<file path="src/rtl/encoded_pkg.sv">
// Shared state indices, encodings and code conversion helpers for encoded_param.
// The FSM reasons in state_idx_t; only the state register is encoding-specific.
package encoded_pkg;

    typedef enum logic [1:0] {
        INIT = 2'd0,
        WAIT = 2'd1,
        RUN  = 2'd2,
        LOCK = 2'd3
    } state_idx_t;

    localparam int ENC_BIN    = 0;
    localparam int ENC_GRAY   = 1;
    localparam int ENC_ONEHOT = 2;

    function automatic logic [3:0] encode_state(input state_idx_t idx, input int enc);
        logic [3:0] code;
        case (enc)
            ENC_ONEHOT: code = 4'b0001 << idx;
            ENC_GRAY:   code = {2'b00, idx[1], idx[1] ^ idx[0]};
            default:    code = {2'b00, idx};
        endcase
        return code;
    endfunction

    // Binary and gray cover all four 2-bit codes, so only one-hot can be illegal.
    function automatic state_idx_t decode_state(input logic [3:0] code, input int enc,
                                                output logic illegal);
        state_idx_t idx;
        illegal = 1'b0;
        idx     = INIT;
        case (enc)
            ENC_ONEHOT: begin
                case (code)
                    4'b0001: idx = INIT;
                    4'b0010: idx = WAIT;
                    4'b0100: idx = RUN;
                    4'b1000: idx = LOCK;
                    default: illegal = 1'b1;
                endcase
            end
            ENC_GRAY: idx = state_idx_t'({code[1], code[1] ^ code[0]});
            default:  idx = state_idx_t'(code[1:0]);
        endcase
        return idx;
    endfunction

    function automatic logic [1:0] moore_out(input state_idx_t idx);
        logic [1:0] o;
        case (idx)
            INIT:    o = 2'b01;
            WAIT:    o = 2'b10;
            RUN:     o = 2'b11;
            default: o = 2'b00;
        endcase
        return o;
    endfunction

endpackage

</file>
<file path="src/rtl/encoded_param_sat_counter.sv">
// Saturating up-counter; sticks at all-ones instead of wrapping.
module sat_counter #(
    parameter int W = 8
) (
    input  logic         clk,
    input  logic         rst_n,
    input  logic         inc,
    input  logic         clr,
    output logic [W-1:0] count
);

    logic [W-1:0] r_count;

    always_ff @(posedge clk or negedge rst_n) begin
        if (!rst_n)                       r_count <= '0;
        else if (clr)                     r_count <= '0;
        else if (inc && (r_count != '1))  r_count <= r_count + 1'b1;
    end

    assign count = r_count;

endmodule

</file>
<file path="src/rtl/encoded_param.sv">
// Run-length lock monitor: locks after RUN_LEN ones, releases after DROP_LEN zeros,
// with selectable state encoding and recovery from illegal one-hot codes.
module encoded_param
    import encoded_pkg::*;
#(
    parameter int ENCODING = 0,
    parameter int RUN_LEN  = 2,
    parameter int DROP_LEN = 1,
    parameter int CNT_W    = 8,
    localparam int SW      = (ENCODING == 2) ? 4 : 2
) (
    input  logic             clk,
    input  logic             reset_n,
    input  logic             en,
    input  logic             clr,
    input  logic             data_in,
    output logic [1:0]       data_out,
    output logic [SW-1:0]    estados,
    output logic             lock_pulse,
    output logic [CNT_W-1:0] lock_count,
    output logic             err
);

    if (RUN_LEN < 2 || RUN_LEN > 255 || DROP_LEN < 1 || DROP_LEN > 255) begin : g_bad_param
        $fatal(1, "encoded_param: RUN_LEN must be 2..255 and DROP_LEN 1..255");
    end

    logic [SW-1:0] r_state, w_state_nxt;
    logic [7:0]    r_run_cnt, w_run_nxt;
    logic [7:0]    r_drop_cnt, w_drop_nxt;
    logic          r_pulse, w_pulse_nxt;
    logic          r_err, w_err_nxt;
    logic          w_illegal, w_lock_inc;
    logic [3:0]    w_code;
    state_idx_t    w_cur, w_nxt;

    assign w_code = 4'(r_state);

    always_comb w_cur = decode_state(w_code, ENCODING, w_illegal);

    always_comb begin
        w_nxt       = w_cur;
        w_run_nxt   = r_run_cnt;
        w_drop_nxt  = r_drop_cnt;
        w_pulse_nxt = 1'b0;
        w_err_nxt   = r_err;
        w_lock_inc  = 1'b0;
        if (clr) begin
            w_nxt      = INIT;
            w_run_nxt  = '0;
            w_drop_nxt = '0;
        end else if (w_illegal) begin
            w_nxt      = INIT;
            w_run_nxt  = '0;
            w_drop_nxt = '0;
            w_err_nxt  = 1'b1;
        end else if (en) begin
            case (w_cur)
                INIT: w_nxt = WAIT;
                WAIT: begin
                    if (data_in) begin
                        w_nxt     = RUN;
                        w_run_nxt = 8'd1;
                    end
                end
                RUN: begin
                    if (!data_in) begin
                        w_nxt     = WAIT;
                        w_run_nxt = '0;
                    end else if (r_run_cnt == 8'(RUN_LEN - 1)) begin
                        w_nxt       = LOCK;
                        w_run_nxt   = '0;
                        w_drop_nxt  = '0;
                        w_pulse_nxt = 1'b1;
                        w_lock_inc  = 1'b1;
                    end else begin
                        w_run_nxt = r_run_cnt + 8'd1;
                    end
                end
                LOCK: begin
                    if (data_in) begin
                        w_drop_nxt = '0;
                    end else if (r_drop_cnt == 8'(DROP_LEN - 1)) begin
                        w_nxt      = WAIT;
                        w_drop_nxt = '0;
                    end else begin
                        w_drop_nxt = r_drop_cnt + 8'd1;
                    end
                end
                default: w_nxt = INIT;
            endcase
        end
    end

    assign w_state_nxt = SW'(encode_state(w_nxt, ENCODING));

    always_ff @(posedge clk or negedge reset_n) begin
        if (!reset_n) begin
            r_state    <= SW'(encode_state(INIT, ENCODING));
            r_run_cnt  <= '0;
            r_drop_cnt <= '0;
            r_pulse    <= 1'b0;
            r_err      <= 1'b0;
        end else begin
            r_state    <= w_state_nxt;
            r_run_cnt  <= w_run_nxt;
            r_drop_cnt <= w_drop_nxt;
            r_pulse    <= w_pulse_nxt;
            r_err      <= w_err_nxt;
        end
    end

    // lock_count survives clr; only reset zeroes it.
    sat_counter #(.W(CNT_W)) u_lock_cnt (
        .clk   (clk),
        .rst_n (reset_n),
        .inc   (w_lock_inc),
        .clr   (1'b0),
        .count (lock_count)
    );

    assign data_out   = w_illegal ? 2'b00 : moore_out(w_cur);
    assign estados    = r_state;
    assign lock_pulse = r_pulse & en;
    assign err        = r_err;

endmodule

</file>
<file path="config.mk">
export PLATFORM = sky130hd
export DESIGN_NAME = encoded_param
export DESIGN_NICKNAME = d
export VERILOG_FILES = /design/src/rtl/encoded_pkg.sv /design/src/rtl/encoded_param_sat_counter.sv /design/src/rtl/encoded_param.sv
export SDC_FILE = /design/constraint.sdc
export NUM_CORES = 1
export LEC_CHECK = 0
export ABC_AREA = 0
export CAP_MARGIN = 15
export CELL_PAD_IN_SITES_DETAIL_PLACEMENT = 1
export CELL_PAD_IN_SITES_GLOBAL_PLACEMENT = 2
export CORE_MARGIN = 8
export CORE_UTILIZATION = 35
export DETAILED_ROUTE_END_ITERATION = 10
export HOLD_SLACK_MARGIN = 0.02
export MAX_ROUTING_LAYER = met4
export PLACE_DENSITY = 0.86
export SETUP_SLACK_MARGIN = 0.2
export SYNTH_ARGS = -nofsm -noshare
export SYNTH_HDL_FRONTEND = slang
export SYNTH_SLANG_ARGS = --single-unit
</file>
<file path="constraint.sdc">
create_clock -name clk -period 2.2 [get_ports clk]
set_input_delay 0.55 -clock clk [delete_from_list [all_inputs] [get_ports clk]]
set_output_delay 0.55 -clock clk [all_outputs]
set_load 0.05 [all_outputs]
</file>
Word level (Yosys, flattened, before mapping)
Cells that the tools add are included.
{"block": "totals", "rom_bits": 0, "mem_bits_rw": 0, "memories": 0, "latchBits": 0, "word_cells": 56, "in_bits": 5, "register_bits": 27, "out_inout_bits": 14}
{"block": "op_classes", "div_mod_pow": 0, "mux": 27, "shifts": 0, "n_mul": 0, "n_addsub": 3, "n_lt_le_gt_ge": 0, "eq_ne": 11, "bitwise_logic": 1, "reduce_logical": 9}
{"op": "$mux W8", "n": 11}
{"op": "$pmux W8 S2", "n": 2}
{"op": "$add A8 B1 Y8 const B", "n": 3}
{"op": "$ne A3 B3 Y1 const B", "n": 5}
{"op": "$mux W2", "n": 7}
{"op": "$eq A8 B1 Y1 const B", "n": 1}
{"op": "$logic_not A8 Y1", "n": 1}
{"op": "$ne A8 B8 Y1 const B", "n": 1}
{"op": "$pmux W2 S4", "n": 1}
{"op": "$pmux W2 S3", "n": 1}
{"op": "$reduce_bool A3 Y1", "n": 2}
{"op": "$mux W1", "n": 5}
{"op": "$reduce_and A5 Y1", "n": 1}
{"op": "$eq A2 B2 Y1 const B", "n": 2}
{"op": "$ne A4 B4 Y1 const B", "n": 1}
{"op": "$reduce_and A4 Y1", "n": 1}
{"op": "$reduce_and A3 Y1", "n": 1}
{"op": "$eq A2 B1 Y1 const B", "n": 1}
{"op": "$logic_not A2 Y1", "n": 1}
{"op": "$reduce_bool A2 Y1", "n": 1}
{"op": "$and A1 B1 Y1", "n": 1}
{"op": "$logic_and A1 B1 Y1", "n": 1}

Longest topological paths before layout
Gate-level depths: netlist of run 1.
{"block": "depth", "ltp_word": 7, "ltp_mapped": 7, "ltp_nobuf": 6}

Modules after synthesis
A second synthesis of run 1 with hierarchy kept.
{"block": "unflattened", "hier_cells": 186, "hier_area_um2": 1744.2}
{"module": "encoded_param", "seq_area_each_um2": 475.5, "cells_per_inst": 137, "instances": 1, "area_per_inst_um2": 1280.0}
{"module": "sat_counter", "seq_area_each_um2": 200.2, "cells_per_inst": 49, "instances": 1, "area_per_inst_um2": 464.2}

Least setup slack after synthesis of run 1
Ideal clock, no wire load.
{"block": "synth_path", "kind": "register -> output", "start": "register r_state[1] (netlist: estados[1])", "end": "output port data_out[0]", "arrival_time_ns": 1.680, "path_stages_with_launch": 4, "path_slack_ns": -0.030, "path_buffers": 0, "t_required_ns": 1.650, "path_cell_list": "dfrtp_1 -> ha_1 -> nor2_1 -> nor2_1"}
{"block": "synth_between", "elab_chain_cells": 2}
{"element": "start, declared", "line_no": "encoded_param.sv:28", "rtl": "logic [SW-1:0] r_state, w_state_nxt;"}
{"element": "start signal, assigned", "line_no": "encoded_param.sv:99", "rtl": "r_state <= SW'(encode_state(INIT, ENCODING));"}
{"element": "start signal, assigned", "line_no": "encoded_param.sv:105", "rtl": "r_state <= w_state_nxt;"}
{"element": "$eq A2 B2 Y1 (tied with other cells)", "line_no": "encoded_pkg.sv:50", "rtl": "case (idx)"}
{"element": "$pmux W2 S3 *", "line_no": "encoded_pkg.sv:50"}
{"element": "end, declared", "line_no": "encoded_param.sv:17", "rtl": "output logic [1:0] data_out,"}
Every way passes the cells marked *; elsewhere a longest branch is shown, timed or not.

Final worst setup path of run 1
{"block": "layout_path", "start": "input port clr", "end": "register r_drop_cnt[5]"}
{"block": "layout_between", "elab_chain_cells": 2}
{"element": "start, declared", "line_no": "encoded_param.sv:15", "rtl": "input logic clr,"}
{"element": "$ne A3 B3 Y1 (no line) (tied with other cells)"}
{"element": "$reduce_and A4 Y1 (no line)"}
{"element": "end signal, assigned", "line_no": "encoded_param.sv:107", "rtl": "r_drop_cnt <= w_drop_nxt;"}
{"element": "end, declared", "line_no": "encoded_param.sv:30", "rtl": "logic [7:0] r_drop_cnt, w_drop_nxt;"}
Parallel ways exist; a longest one is shown, timed or not.
A chain may end at the register's enable or synchronous reset.

==> impl_metrics.env, run 1 <==
export IMPL_status="finished clean"
export IMPL_whs_path_depth=1
export IMPL_cpPeakStageDelay_ns=0.46
export IMPL_n_fill_cell=537
export IMPL_core_area_um2=4690
export IMPL_root_buffer="clkbuf_8"
export IMPL_wire_per_inst_um=16.9
export IMPL_synth_top_family_by_area="simple AND/OR/NAND/NOR gates"
export IMPL_crit_type="primary input to register"
export IMPL_vias_per_cell=5.51
export IMPL_grt_usage_pct=12.5
export IMPL_ir_drop_uv=316
export IMPL_ys_seq_elements=27
export IMPL_routed_wl_um=4280
export IMPL_hold_class="register to register"
export IMPL_pin_count=19
export IMPL_ant_nets=0
export IMPL_yosys_area_share_simple_pct=23.1
export IMPL_finish_utilization_pct=44.4
export IMPL_dieArea_um2=7270
export IMPL_maxCapViolations=0
export IMPL_grt_first_pass_wirelength_um=7180
export IMPL_cp_start_kind="primary input"
export IMPL_synthesis_area_um2=1680
export IMPL_die_height_um=85.3
export IMPL_relSlewSlack_pct=66.3
export IMPL_worstPathMaxFanout=8
export IMPL_critical_path_arrival_ns=2.16
export IMPL_yosys_warnings=0
export IMPL_wl_met1_um=1810
export IMPL_grt_setup_unrepaired="yes"
export IMPL_synth_adder_area_share_pct=6.70
export IMPL_drt_iter0_markers=51
export IMPL_grt_remaining_overflow=0
export IMPL_crit_required_ns=2.41
export IMPL_wl_met3_um=97
export IMPL_ys_types=49
export IMPL_layout_common_cells="dfrtp_1, inv_1, buf_4, dlygate4sd2_1"
export IMPL_path_common_cell="buf_4"
export IMPL_place_hpwl_um=3310
export IMPL_finalSetupViolCount=0
export IMPL_maxSlewViolCount=0
export IMPL_crit_path_cell_trace="clkdlybuf4s50_1, buf_4, a2111o_1, buf_4, o22ai_1, a22o_1"
export IMPL_die_x_um=85.3
export IMPL_setup_worst_path_end_class="register"
export IMPL_synth_net_count=186
export IMPL_yosys_area_top_type_share_pct=40.2
export IMPL_grt_max_degree=28
export IMPL_dr_total_vias=1393
export IMPL_cts_max_level=1
export IMPL_seq_area_frac_synth_pct=40.2
export IMPL_p_per_area_nw_per_um2=572
export IMPL_wl_met2_um=2350
export IMPL_final_common_cell="dfrtp_1"
export IMPL_top_layer_used="met4"
export IMPL_diodes=0
export IMPL_first_global_vias=1516
export IMPL_power_leakage_nw=0.959
export IMPL_yosysTopAreaCell="dfrtp_1"
export IMPL_instances_no_fill=253
export IMPL_drive_above_1_share_pct=19.6
export IMPL_fp_row_count=25
export IMPL_dp_cells=248
export IMPL_synth_area_mux_share_pct=3.87
export IMPL_tightest_slew_ns=0.507
export IMPL_synth_xor_area_share_pct=3.65
export IMPL_path_clk_slew_ns=0.09
export IMPL_fin_skew_ns=0.00498
export IMPL_antenna_found_initial=0
export IMPL_critPathSlowestCell="clkdlybuf4s50_1"
export IMPL_areaGrowthSynthToFinish_pct=24.1
export IMPL_ff2ff_path_depth=6
export IMPL_clock_latency_ns=0.27
export IMPL_cts_sinks=27
export IMPL_dr_pass1_iters=4
export IMPL_hold_buffers=0
export IMPL_synthCells=172
export IMPL_clk_path_buf_depth=2
export IMPL_finalCritPeriodShare_pct=88.5
export IMPL_numPortBuffers=17
export IMPL_drc=0
export IMPL_gp_congestion=0.832
export IMPL_hold_violations=0
export IMPL_ys_top_cells_by_area="dfrtp_1, ha_1, inv_1, a22o_1, and4_1"
export IMPL_cts_buffers=3
export IMPL_synth_compound_area_share_pct=16.2
export IMPL_fmax_mhz=513
export IMPL_syn_mean_instance_area_um2=9.77
export IMPL_cts_tree="yes"
export IMPL_fin_crit_ns=1.95
export IMPL_start_util_pct=35.8
export IMPL_num_nets_final=214
flip-flops by register name (all words and copies together), names as in the netlist:
| name | flops |
|---|---|
| u_lock_cnt.count | 8 |
| r_run_cnt | 8 |
| r_pulse | 1 |
| r_drop_cnt | 8 |
| estados | 2 |
cell families (layout without fill, tap and decap cells):
| family | Yosys count | after routing |
|---|---|---|
| adder cells (fa/ha/maj) | 9 | 9 |
| buffers and inverters | 20 | 47 |
| flip-flops | 27 | 27 |
| other | 1 | 1 |
| AO/OA/AOI/OAI | 37 | 37 |
| multiplexers | 6 | 6 |
| XOR/XNOR | 7 | 7 |
| AND/OR/NAND/NOR | 65 | 65 |
report_power, final:
part | leakage (nW) | switching (mW) | total [mW] | internal, mW
sequential | 0.372 | 0.0232 | 0.535 | 0.511
clock | 0.0228 | 0.156 | 0.286 | 0.130
combinational | 0.565 | 0.219 | 0.372 | 0.153
critical path: cells and delay by family:
family	cells	cell delay [ns]
buf+inv	3	0.85
compound gates	3	0.76
stage by stage:
| step | cell area (µm²) | total power, mW | setup WS [ns] | hold WS (ns) | setup TNS, ns |
|---|---|---|---|---|---|
| finish | 2080 | 1.19 | 0.252 | 0.497 | 0 |
| global route | 2080 | 1.25 | 0.181 | 0.541 | 0 |
| CTS | 2040 | 1.19 | 0.222 | 0.503 | 0 |
| detailed placement | 1990 | 0.906 | -0.0999 | 0.490 | -0.869 |
| global placement | 1990 | 0.890 | -0.0392 | 0.480 | -0.135 |
| floorplan | 1690 | 0.745 | 0.208 | 0.254 | 0 |
area by class of cell:
type	instances	area, µm²	share of cell area, %
Sequential cell	27	678	32.5
Clock buffer	4	45.0	2.16
Inverter	14	52.6	2.52
Tap cell	54	67.6	3.24
Timing Repair Buffer	29	279	13.4
Multi-Input combinational cell	125	962	46.2
what timing repair did:
action	CTS	global route
gates resized for setup	14	7
pin swaps	0	1
cloned	0	0
buffers inserted	0	1
endpoints found under the setup margin	17	12
per-layer routing:
metal  GRT usage (%)  vias up
met5               -        -
met4            1.91        0
met3            2.41        2
met2            23.9        8
met1            13.2      703
li1                -      680
worst paths after layout:
path / from / endpoint / slack, ns
min reg2reg: u_lock_cnt.count[5]$_DFFE_PN0P_ / u_lock_cnt.count[5]$_DFFE_PN0P_ / 0.50
min: u_lock_cnt.count[5]$_DFFE_PN0P_ / u_lock_cnt.count[5]$_DFFE_PN0P_ / 0.50
min in group asynchronous: reset_n / r_run_cnt[1]$_DFFE_PN0P_ / 0.64
max in group asynchronous: reset_n / estados[1]$_DFFE_PN0P_ / 1.27
max: clr / r_drop_cnt[5]$_DFFE_PN0P_ / 0.25
max reg2reg: estados[1]$_DFFE_PN0P_ / r_run_cnt[7]$_DFFE_PN0P_ / 0.33
synthesized netlist by cell type, drive strengths merged:
| cell | number |
|---|---|
| a2111o | 1 |
| a2111oi | 1 |
| a211o | 1 |
| a211oi | 1 |
| a21boi | 1 |
| a21oi | 9 |
| a22o | 6 |
| a311oi | 1 |
| a31o | 1 |
| a31oi | 3 |
| and2 | 3 |
| and3 | 6 |
| and3b | 1 |
| and4 | 7 |
| and4b | 1 |
| buf | 5 |
| clkbuf | 1 |
| conb | 1 |
| dfrtp | 27 |
| ha | 9 |
| inv | 14 |
| mux2 | 4 |
| mux2i | 2 |
| nand2 | 7 |
| nand2b | 2 |
| nand3 | 10 |
| nand4 | 2 |
| nor2 | 12 |
| nor2b | 3 |
| nor3 | 6 |
| nor4 | 1 |
| nor4b | 2 |
| o21ai | 3 |
| o22ai | 6 |
| o2bb2ai | 1 |
| o31ai | 2 |
| or3 | 1 |
| or3b | 1 |
| xnor2 | 6 |
| xor2 | 1 |
Power figures use the tool's default switching activity.
==> run 2, diff against run 1 <==
==> constraint.sdc (replaced) <==
create_clock -name clk -period 2.2 [get_ports clk]
set_input_delay 0.33 -clock clk [delete_from_list [all_inputs] [get_ports clk]]
set_output_delay 0.33 -clock clk [all_outputs]
set_load 0.05 [all_outputs]
==> run 2 against run 1 <==
Effect of this change:
- clock skew is 0.0028 ns lower
- clock power is 4% higher
- cell count is 0.40% lower
- flip-flop and latch count stayed put
- utilization is 0.32 points lower
- global-route usage is 0.23 points higher
- critical endpoint is now r_drop_cnt[3]$_DFFE_PN0P_
==> impl_metrics.env, run 2 (synthesis results as in run 1) <==
export IMPL_status="finished clean"
export IMPL_grt_max_degree=28
export IMPL_seqPwrFrac_pct=46.4
export IMPL_dr_pass1_iters=4
export IMPL_combPwrFrac_pct=27.8
export IMPL_cts_max_level=1
export IMPL_crit_required_ns=2.42
export IMPL_numPortBuffers=17
export IMPL_maxCapViolations=0
export IMPL_relSlewSlack_pct=64.7
export IMPL_finalSetupViolCount=0
export IMPL_crit_type="register to register"
export IMPL_die_height_um=85.3
export IMPL_finalPower_mw=1.15
export IMPL_grt_first_pass_wirelength_um=7440
export IMPL_areaGrowthSynthToFinish_pct=23.2
export IMPL_wire_per_inst_um=16.9
export IMPL_root_buffer="clkbuf_8"
export IMPL_grt_remaining_overflow=0
export IMPL_hold_violations=0
export IMPL_hold_buffers=0
export IMPL_fin_crit_ns=1.93
export IMPL_ir_drop_uv=249
export IMPL_routed_wl_um=4270
export IMPL_ant_nets=0
export IMPL_fp_row_count=25
export IMPL_grt_setup_unrepaired="no"
export IMPL_dr_total_vias=1388
export IMPL_cts_tree="yes"
export IMPL_die_x_um=85.3
export IMPL_gp_congestion=0.837
export IMPL_clk_path_buf_depth=2
export IMPL_diodes=0
export IMPL_drive_above_1_share_pct=20.2
export IMPL_pwr_share_clk_pct=25.8
export IMPL_setup_worst_path_end_class="register"
export IMPL_fin_skew_ns=0.00219
export IMPL_antenna_found_initial=0
export IMPL_critical_path_arrival_ns=2.15
export IMPL_tightest_slew_ns=0.528
export IMPL_p_int_mw=0.754
export IMPL_maxSlewViolCount=0
export IMPL_core_area_um2=4690
export IMPL_switching_share_pct=34.4
export IMPL_path_clk_slew_ns=0.10
export IMPL_drc=0
export IMPL_fmax_mhz=519
export IMPL_dieArea_um2=7270
export IMPL_grt_usage_pct=12.8
export IMPL_vias_per_cell=5.51
export IMPL_worstPathMaxFanout=4
export IMPL_p_per_area_nw_per_um2=555
export IMPL_finalCritPeriodShare_pct=87.7
export IMPL_ff2ff_path_depth=7
export IMPL_layout_common_cells="dfrtp_1, inv_1, clkdlybuf4s50_1, buf_4, nor2_1"
export IMPL_start_util_pct=35.8
export IMPL_num_nets_final=213
export IMPL_cts_sinks=27
export IMPL_power_leakage_nw=0.907
export IMPL_cts_buffers=3
export IMPL_clock_latency_ns=0.27
export IMPL_cp_start_kind="register"
export IMPL_final_common_cell="dfrtp_1"
export IMPL_place_hpwl_um=3250
export IMPL_pin_count=19
export IMPL_first_global_vias=1489
export IMPL_p_switching_mw=0.395
export IMPL_drt_iter0_markers=102
export IMPL_finalSetupTns_ns=0
export IMPL_hold_class="primary input to async pin"
[run 2: layer usage]
layer  track usage, %  share of wire [%]  vias up  routed length, µm
met5                -                  0        -                  0
met4             2.39               0.40        0                 17
met3             1.83                1.5        2                 66
met2             21.6                 51        6               2180
met1             15.9                 47      706               2010
li1                 -                  -      674                  -
[run 2: final cells by class]
type / count / area [µm²]
Clock inverter: 1 / 7.51
Inverter: 14 / 52.6
Multi-Input combinational cell: 125 / 962
Clock buffer: 3 / 41.3
Timing Repair Buffer: 28 / 260
Sequential cell: 27 / 678
Tap cell: 54 / 67.6
Fill cell: 534 / 2620
[run 2: critical path: stages (launching register included)]
cell and delay, ns:
dfrtp_1 0.40, inv_1 0.06, ha_1 0.18, nor4b_2 0.17, a2111o_1 0.43, buf_4 0.16, a2111oi_2 0.32, a211o_1 0.14
[run 2: worst paths after layout]
check,startpoint,end,slack (ns)
max reg2reg,r_drop_cnt[1]$_DFFE_PN0P_,r_drop_cnt[3]$_DFFE_PN0P_,0.27
min,reset_n,estados[0]$_DFFE_PN0P_,0.43
max in group asynchronous,reset_n,estados[1]$_DFFE_PN0P_,1.49
min reg2reg,u_lock_cnt.count[5]$_DFFE_PN0P_,u_lock_cnt.count[5]$_DFFE_PN0P_,0.52
min in group clk,u_lock_cnt.count[5]$_DFFE_PN0P_,u_lock_cnt.count[5]$_DFFE_PN0P_,0.52
max,r_drop_cnt[1]$_DFFE_PN0P_,r_drop_cnt[3]$_DFFE_PN0P_,0.27
[run 2: per-stage QoR]
step / cells / setup slack (ns) / cell area [µm²] / hold slack, ns / util (%)
floorplan: 172 / 0.208 / 1680 / 0.0344 / -
global placement: 242 / 0.183 / 1910 / 0.481 / 40.8
detailed placement: 242 / 0.0942 / 1910 / 0.504 / 40.8
CTS: 248 / 0.225 / 1980 / 0.448 / 42.3
finish: 252 / 0.272 / 2070 / 0.430 / 44.1
global route: 252 / 0.198 / 2070 / 0.468 / 44.1
[run 2: power groups by stage]
stage	clock network, mW	registers, mW	logic (mW)
2_1_floorplan	0	0.574	0.168
5_1_grt	0.336	0.538	0.344
3_3_place_gp	0	0.542	0.292
6_report	0.297	0.533	0.319
4_1_cts	0.304	0.534	0.305
3_5_place_dp	0	0.543	0.304
[run 2: timing repair]
item	in CTS	in global routing
endpoints found under the setup margin	1	15
resized for setup	1	10
pin swaps	1	0
buffers inserted	2	4
